===== config.mk =====
export PLATFORM = sky130hd
export DESIGN_NAME = fire_sequencer
export DESIGN_NICKNAME = d
export VERILOG_FILES = /design/src/rtl/fire_sequencer.sv
export SDC_FILE = /design/constraint.sdc
export NUM_CORES = 1
export LEC_CHECK = 0
export BUFFER_PORTS_ARGS = -buffer_cell sky130_fd_sc_hd__buf_2
export CAP_MARGIN = 20
export CORE_UTILIZATION = 55
export DETAILED_ROUTE_END_ITERATION = 6
export HOLD_SLACK_MARGIN = 0.08
export PLACE_DENSITY = 0.79
export SYNTH_ARGS = -nofsm -noshare
export SYNTH_HDL_FRONTEND = slang
export SYNTH_SLANG_ARGS = --single-unit

===== constraint.sdc =====
create_clock -name clk -period 2.7 [get_ports clk]
set_input_delay 0.54 -clock clk [delete_from_list [all_inputs] [get_ports clk]]
set_output_delay 0.54 -clock clk [all_outputs]
set_load 0.05 [all_outputs]

===== src/rtl/fire_sequencer.sv =====
// Weapon fire sequencer: trigger -> recoil animation -> damage handshake, plus magazine reload.
// Responds one cycle after the trigger; dmg_valid holds until dmg_ack, and requests made while busy are dropped.
module fire_sequencer #(
   parameter int AMMO_MAX     = 8,
   parameter int FRAME_TICKS  = 4,
   parameter int RELOAD_TICKS = 16,
   parameter int DAMAGE       = 2
) (
   input  logic       clk,
   input  logic       rst,
   input  logic       fire_req,
   input  logic       reload_req,
   input  logic       target_hit,
   input  logic       dmg_ack,
   output logic [1:0] seq_state,
   output logic [1:0] anim_frame,
   output logic [3:0] ammo,
   output logic       busy,
   output logic       dmg_valid,
   output logic [3:0] dmg_amount,
   output logic       dry_fire
);

   localparam logic [1:0] ST_IDLE   = 2'b00;
   localparam logic [1:0] ST_ANIM   = 2'b01;
   localparam logic [1:0] ST_DAMAGE = 2'b10;
   localparam logic [1:0] ST_RELOAD = 2'b11;

   localparam logic [7:0] FRAME_LAST  = 8'(FRAME_TICKS - 1);
   localparam logic [7:0] RELOAD_LAST = 8'(RELOAD_TICKS - 1);
   localparam logic [3:0] AMMO_FULL   = 4'(AMMO_MAX);
   localparam logic [3:0] DMG_VAL     = 4'(DAMAGE);

   logic [1:0] state_q, state_d;
   logic [1:0] frame_q, frame_d;
   logic [7:0] tick_q, tick_d;
   logic [3:0] ammo_q, ammo_d;
   logic       hit_l_q, hit_l_d;
   logic       dry_fire_q, dry_fire_d;
   logic       busy_q, busy_d;
   logic       dmg_valid_q, dmg_valid_d;
   logic [3:0] dmg_amount_q, dmg_amount_d;

   always_comb begin
      state_d    = state_q;
      frame_d    = frame_q;
      tick_d     = tick_q;
      ammo_d     = ammo_q;
      hit_l_d    = hit_l_q;
      dry_fire_d = 1'b0;

      case (state_q)
         ST_IDLE: begin
            // Fire wins over reload; an empty trigger pull only reports a dry fire.
            if (fire_req) begin
               if (ammo_q != 4'd0) begin
                  state_d = ST_ANIM;
                  ammo_d  = ammo_q - 4'd1;
                  hit_l_d = target_hit;
                  frame_d = 2'd0;
                  tick_d  = 8'd0;
               end else begin
                  dry_fire_d = 1'b1;
               end
            end else if (reload_req && (ammo_q < AMMO_FULL)) begin
               state_d = ST_RELOAD;
               tick_d  = 8'd0;
            end
         end
         ST_ANIM: begin
            if (tick_q == FRAME_LAST) begin
               tick_d = 8'd0;
               if (frame_q == 2'd3) begin
                  frame_d = 2'd0;
                  state_d = hit_l_q ? ST_DAMAGE : ST_IDLE;
               end else begin
                  frame_d = frame_q + 2'd1;
               end
            end else begin
               tick_d = tick_q + 8'd1;
            end
         end
         ST_DAMAGE: begin
            if (dmg_ack) begin
               state_d = ST_IDLE;
            end
         end
         ST_RELOAD: begin
            if (tick_q == RELOAD_LAST) begin
               tick_d  = 8'd0;
               ammo_d  = AMMO_FULL;
               state_d = ST_IDLE;
            end else begin
               tick_d = tick_q + 8'd1;
            end
         end
         default: begin
            state_d = ST_IDLE;
            frame_d = 2'd0;
            tick_d  = 8'd0;
         end
      endcase

      // Status outputs are registered from the next state so they line up with seq_state.
      busy_d       = (state_d != ST_IDLE);
      dmg_valid_d  = (state_d == ST_DAMAGE);
      dmg_amount_d = dmg_valid_d ? DMG_VAL : 4'd0;
   end

   always_ff @(posedge clk) begin
      if (rst) begin
         state_q      <= ST_IDLE;
         frame_q      <= 2'd0;
         tick_q       <= 8'd0;
         ammo_q       <= AMMO_FULL;
         hit_l_q      <= 1'b0;
         dry_fire_q   <= 1'b0;
         busy_q       <= 1'b0;
         dmg_valid_q  <= 1'b0;
         dmg_amount_q <= 4'd0;
      end else begin
         state_q      <= state_d;
         frame_q      <= frame_d;
         tick_q       <= tick_d;
         ammo_q       <= ammo_d;
         hit_l_q      <= hit_l_d;
         dry_fire_q   <= dry_fire_d;
         busy_q       <= busy_d;
         dmg_valid_q  <= dmg_valid_d;
         dmg_amount_q <= dmg_amount_d;
      end
   end

   assign seq_state  = state_q;
   assign anim_frame = frame_q;
   assign ammo       = ammo_q;
   assign busy       = busy_q;
   assign dmg_valid  = dmg_valid_q;
   assign dmg_amount = dmg_amount_q;
   assign dry_fire   = dry_fire_q;

endmodule

==> results.md, run 1 <==
- Unrepaired setup endpoints after global routing: no
- Number of vias in the routed layout: 981
- Sum of net half-perimeters after detailed placement: 1670 um
- Number of warnings issued by yosys: 0
- Highest-count cells in the layout ignoring fill and taps: sky130_fd_sc_hd__dfxtp_1 (20), sky130_fd_sc_hd__buf_2 (17), sky130_fd_sc_hd__nor2_1 (10)
- Area leader, netlist: sky130_fd_sc_hd__dfxtp_1
- Height of the chip: 46.4 um
- Count of TritonRoute iterations in the first routing pass: 4
- Quantity of gates resized following cts: 0
- Per-instance average area after synthesis: 8.47 um^2
- Design Area, Final: 1190 um^2
- Post-CTS Setup Bufs: 0
- Clock-pin slew of the registers on the worst-case setup and hold paths: 0.11 ns
- Setup TNS: 0 ns
- Cells after synthesis: 128
- Cell types with the largest area share after synthesis: sky130_fd_sc_hd__dfxtp_1 (37%), sky130_fd_sc_hd__ha_1 (4.6%), sky130_fd_sc_hd__a21oi_1 (4.2%)
- Maximum clock skew at final layout: 0.000792 ns
- Clock tree from TritonCTS: done
- Area growth syn-to-layout: 10.0%
- Routed length per placed instance: 13.6 um
- Async set-or-reset flop fraction in the synthesized netlist: 0%
- Worst path cell trace: inv_1 -> ha_1 -> or3b_1 -> a211oi_1 -> nor2_1 -> a221oi_1
- Final wirelength: 2270 um
- Core box area: 1780 um^2
- Layout Utilization: 66.9%
- Number of global-route vias before repair: 848
- Number of buffers created by CTS: 3
- Port Buf Inserts: 17
- Overall Power: 0.709 mW
- Minimum clock period after layout: 1.89 ns
- Post-synth top area share: 37.0%
- Buffer levels on the longest clock path: 2
- Synthesized cell area: 1080 um^2
- Worst Path Required: 2.91 ns
- Wire length of the first global-routing pass: 3670 um
- Total inserted antenna cells: 0
- Final number of max-transition violations: 0
- Pin count of the biggest net entering global routing: 17
- Clock network latency to the later pin of the worst-skew pair: 0.30 ns
- Pwr per Cell Area: 595 nW/um^2
- Lkg Pwr: 0.474 nW
- Initial standard-cell utilization of the core: 60.8%
- Arrival time at the worst endpoint: 2.10 ns
- Aggregate global-route resource usage: 24.3%
- Dominant synthesized flop cell: sky130_fd_sc_hd__dfxtp_1
- Worst min path class: in -> reg
- Width of the die: 46.4 um
- Detailed Route Iter0 Violations: 32
- Die Outline Area: 2150 um^2
- Final Setup Violations: 0
- Max-slew headroom: 62.0%
- Fraction of layout instances using a drive strength above 1: 19.0%
- Initial antenna violation count: 0
- Remaining DRCs: 0
- Worst-Margin Slew: 0.569 ns
- Count of clock tree sinks: 20
- Vias per cell: 5.87
- Post-route antenna net violation count: 0
- Count of flip-flops with a built-in enable after synthesis: 0
- Most common cell after layout, fill and taps aside: sky130_fd_sc_hd__dfxtp_1
- Final critical-path share of the clock period: 70.0%
- Final GP Congestion: 0.827
- Worst stage delay on the critical path: 0.46 ns
- Boundary Pins: 21
- Worst setup SP type: flip-flop
- Instance area at placement: 1160 um^2
- Cts hold-fix bufs: 0
- FMAX: 529 MHz
- Depth of the CTS H-tree: 1
- Flops & latches, synth: 20
- Number of distinct standard cells referenced by the synthesized netlist: 42
- Seq/Total Area, Yosys: 37.0%
- Slowest cell on the critical path: sky130_fd_sc_hd__or3b_1
- Path type of the worst setup path: reg -> reg
- Final nets: 153
- Maximum vdd ir drop: 0.395 mV
- Sort of element at the end of the critical path: flip-flop
- Worst hold slack after final layout: 0.465 ns
- Status: complete, no violations
- Root Driver: sky130_fd_sc_hd__clkbuf_4
- Final hold vios: 0
- Row Count: 15
- Maximum capacitance violations: 0
- Critical path peak fanout: 7
- Remaining global-route overflow: 0
## worst paths after layout
kind	startpoint	to	slack [ns]	cells past startpoint
min reg2reg	hit_l_q	hit_l_q	0.48	2
max	ammo[0]	tick_q[7]	0.81	6
min	target_hit	hit_l_q	0.46	3
max reg2reg	ammo[0]	tick_q[7]	0.81	6
## per-stage QoR
step / setup WS (ns) / cells
finish: 0.810 / 167
global route: 0.696 / 167
CTS: 0.800 / 167
detailed placement: 0.825 / 163
global placement: 0.910 / 163
floorplan: 0.755 / 130
## metal layers
layer	global-route usage, %	vias up	share of wire, %
li1	-	486	-
met1	30.2	469	45
met2	38.6	24	49
met3	5.49	2	4.5
met4	12.9	0	0.97
met5	0	-	0
## area by class of cell
cell class,count,area [um^2]
Sequential cell,20,400
Fill cell,159,591
Multi-Input combinational cell,94,613
Clock buffer,4,36.3
Tap cell,25,31.3
Inverter,7,26.3
Timing Repair Buffer,17,85.1
## power by group
part	switching, mW	internal (mW)
combinational	0.135	0.0588
clock	0.0912	0.0822
sequential	0.0264	0.316
## flip-flops by register name, indices dropped and copies added, names as in the netlist
name	count
ammo	4
anim_frame	2
busy	1
dmg_amount	1
dry_fire	1
hit_l_q	1
seq_state	2
tick_q	8
## worst max-delay path: cells and delay by family (launching register included)
family,cells,cell delay (ns)
buffers and inverters,1,0.09
AO/OA/AOI/OAI,2,0.69
adder cells (fa/ha/maj),1,0.14
AND/OR/NAND/NOR,2,0.53
flip-flops,1,0.36
## synthesized netlist by cell type, types with 3 or more instances
library cell	instances
sky130_fd_sc_hd__nor2_1	10
sky130_fd_sc_hd__inv_1	7
sky130_fd_sc_hd__ha_1	4
sky130_fd_sc_hd__buf_4	4
sky130_fd_sc_hd__clkbuf_1	3
sky130_fd_sc_hd__xnor2_1	3
sky130_fd_sc_hd__nand3_1	7
sky130_fd_sc_hd__and3_1	3
sky130_fd_sc_hd__a21oi_1	9
sky130_fd_sc_hd__nor3_1	5
sky130_fd_sc_hd__o21ai_0	5
sky130_fd_sc_hd__nand2_1	8
sky130_fd_sc_hd__dfxtp_1	20
sky130_fd_sc_hd__or3_1	3
## cell families (layout without fill, tap and decap cells)
group / after synthesis / count (layout) / synth area share [%]
buffers and inverters: 16 / 28 / 7.16
muxes: 1 / 1 / 0.924
xor gates and xnor gates: 4 / 4 / 3.23
AOI/OAI and AO/OA: 28 / 28 / 16.7
adders and majority gates: 4 / 4 / 4.62
and+or+nand+nor: 54 / 54 / 30.0
other: 1 / 3 / 0.346
DFF: 20 / 20 / 37.0
No activity file was read; power rests on OpenSTA's default activity.
==> run 2: changes to the inputs <==
--- a/config.mk
+++ b/config.mk
@@ -7,10 +7,10 @@
 export LEC_CHECK = 0
 export BUFFER_PORTS_ARGS = -buffer_cell sky130_fd_sc_hd__buf_2
 export CAP_MARGIN = 20
-export CORE_UTILIZATION = 55
+export CORE_UTILIZATION = 48
 export DETAILED_ROUTE_END_ITERATION = 6
 export HOLD_SLACK_MARGIN = 0.08
-export PLACE_DENSITY = 0.79
+export PLACE_DENSITY = 0.74
 export SYNTH_ARGS = -nofsm -noshare
 export SYNTH_HDL_FRONTEND = slang
 export SYNTH_SLANG_ARGS = --single-unit
==> constraint.sdc (replaced) <==
create_clock -name clk -period 1.59 [get_ports clk]
set_input_delay 0.318 -clock clk [delete_from_list [all_inputs] [get_ports clk]]
set_output_delay 0.318 -clock clk [all_outputs]
set_load 0.05 [all_outputs]
==> run 2 against run 1 <==
Against the previous run: the flow now finishes with violations (negative setup slack); critical path type unchanged; critical path depth unchanged; sequential share of layout area fell by 5.3 points; combinational power up 130%.
==> results.md, run 2 (same netlist as run 1, synthesis figures left out) <==
- Status: finished, violations left
- Failing checks: negative setup slack
- Number of buffers created by CTS: 3
- Sum of net half-perimeters after detailed placement: 1930 um
- Area of combinational cells with multiple inputs: 679 um^2
- Total area of sequential cells: 415 um^2
- Fraction of layout instances using a drive strength above 1: 44.4%
- Design Area, Final: 1470 um^2
- Final Setup Violations: 9
- Vias per cell: 5.53
- Boundary Pins: 21
- Max reg flops: 8
- Row Count: 16
- Final number of max-transition violations: 0
- Detailed Route Iter0 Violations: 41
- Port Buf Inserts: 17
- Worst setup SP type: flip-flop
- Height of the chip: 49.5 um
- CP Depth: 6
- Final wirelength: 2690 um
- Timing endpoint of the critical path: ammo[1]
- Worst Slack Setup Final: -0.0895 ns
- Worst stage delay on the critical path: 0.43 ns
- Worst Path Required: 1.83 ns
- FMAX: 595 MHz
- Register bank with the most flops: tick_q
- Depth of the CTS H-tree: 1
- Final hold vios: 0
- Sequential cell fraction of total power: 45.0%
- Core box area: 2040 um^2
- Routed length per placed instance: 13.7 um
- Root Driver: sky130_fd_sc_hd__clkbuf_4
- Clock network fraction of design power: 19.7%
- Maximum capacitance violations: 0
- Clock-pin slew of the registers on the worst-case setup and hold paths: 0.11 ns
- Width of the die: 49.5 um
- Minimum clock period after layout: 1.68 ns
- Path type of the worst setup path: reg -> reg
- Sw frac: 36.5%
- Sort of element at the end of the critical path: flip-flop
- FF-to-FF End: ammo[1]
- Final nets: 180
- Clock tree from TritonCTS: done
- Buffers and inverters on the worst path: 1
- Slowest cell on the critical path: sky130_fd_sc_hd__or3b_4
- Number of vias in the routed layout: 1084
- Worst Reg-to-Reg Cells: 6
- Pwr per Cell Area: 863 nW/um^2
- Worst path cell trace: inv_2 -> ha_1 -> or3b_4 -> and2_4 -> or3_1 -> a21oi_1
- Unrepaired setup endpoints after global routing: yes
- Proportion of power drawn by combinational gates: 35.2%
- Clock network latency to the later pin of the worst-skew pair: 0.30 ns
- Count of TritonRoute iterations in the first routing pass: 4
- Instance area at placement: 1370 um^2
- Buffer levels on the longest clock path: 2
- Slack of the worst reg-to-reg path: -0.09 ns
- Launch point of the worst reg-to-reg path: ammo[0]
- Final critical-path share of the clock period: 106%
- Cell class contributing the biggest share of worst-path delay: simple AND/OR/NAND/NOR gates
- Cell internal power dissipation: 0.805 mW
- Area growth syn-to-layout: 35.6%
- Initial standard-cell utilization of the core: 53.1%
- Count of clock tree sinks: 20
- Fillers: 165
- Remaining DRCs: 0
- Remaining global-route overflow: 0
- Die Outline Area: 2450 um^2
- Pin count of the biggest net entering global routing: 12
- Critical path peak fanout: 6
- Highest-count cells in the layout ignoring fill and taps: sky130_fd_sc_hd__buf_4 (27), sky130_fd_sc_hd__buf_2 (17), sky130_fd_sc_hd__dfxtp_1 (14)
- Total inserted antenna cells: 0
- Final GP Congestion: 0.853
- Setup TNS: -0.412 ns
- Switch Pwr: 0.463 mW
- Maximum vdd ir drop: 0.812 mV
- Worst hold slack after final layout: 0.245 ns
- Wire length of the first global-routing pass: 4200 um
- Crit path from: ammo[0]
- Cts hold-fix bufs: 0
- Post-route antenna net violation count: 0
- Worst min path class: in -> reg
- Initial antenna violation count: 0
- Number of global-route vias before repair: 990
- Maximum clock skew at final layout: 0.00273 ns
- Overall Power: 1.27 mW
- Lkg Pwr: 0.606 nW
- Aggregate global-route resource usage: 21.9%
- Most common cell after layout, fill and taps aside: sky130_fd_sc_hd__buf_4
- Arrival time at the worst endpoint: 1.92 ns
==> run 2: cell types whose count changed in the layout (fill, tap and decap cells not counted), sizes merged <==
cell / change
buf: +27
clkbuf: -1
clkinv: +1
==> run 2: cell type report <==
type / count / share of cell area [%]
tap: 27 / 2.30
clock inverter: 1 / 0.256
clock buffer: 3 / 1.53
sequential: 20 / 28.3
timing repair buffer: 44 / 19.6
multi-input combinational: 94 / 46.3
inverter: 7 / 1.79
==> run 2: metrics by stage <==
stage	setup WS, ns	instances	util, %
after CTS	-0.0657	195	68.9
after detailed placement	-0.160	191	67.2
after global routing	-0.143	196	71.9
after global placement	-0.0637	191	67.2
after floorplan	-0.134	130	-
final	-0.0895	196	71.9
==> run 2: worst min path at each step <==
stage	start	endpoint	slack, ns	cells past startpoint
floorplan	rst	ammo[0]	0.39	1
global placement	hit_l_q	hit_l_q	0.45	2
detailed placement	hit_l_q	hit_l_q	0.45	2
CTS	target_hit	hit_l_q	0.25	3
global route	target_hit	hit_l_q	0.25	3
finish	target_hit	hit_l_q	0.25	3
==> run 2: repair_timing <==
action,in CTS,in global routing
gates resized for setup,3,14
setup buffers,0,1
pin swaps,3,3
setup endpoints to repair,14,16
==> run 2: power groups by stage <==
stage,logic [mW],clock network [mW],registers (mW)
after floorplan,0.181,0,0.681
after global placement,0.409,0,0.579
after detailed placement,0.419,0,0.581
after CTS,0.429,0.252,0.570
after global routing,0.477,0.275,0.576
final,0.447,0.250,0.571
==> run 2: metal layers <==
metal	GRT usage [%]	wire length (um)
met1	29.4	1170
met5	0	0
met3	3.70	179
met2	36.3	1300
met4	5.71	41
==> run 2: worst reg2reg max path: cells and delay by family, from the launching register on <==
kind	cells	cell delay (ns)
compound gates	1	0.12
fa+ha+maj	1	0.14
buf+inv	1	0.05
flops	1	0.36
simple gates	3	0.95
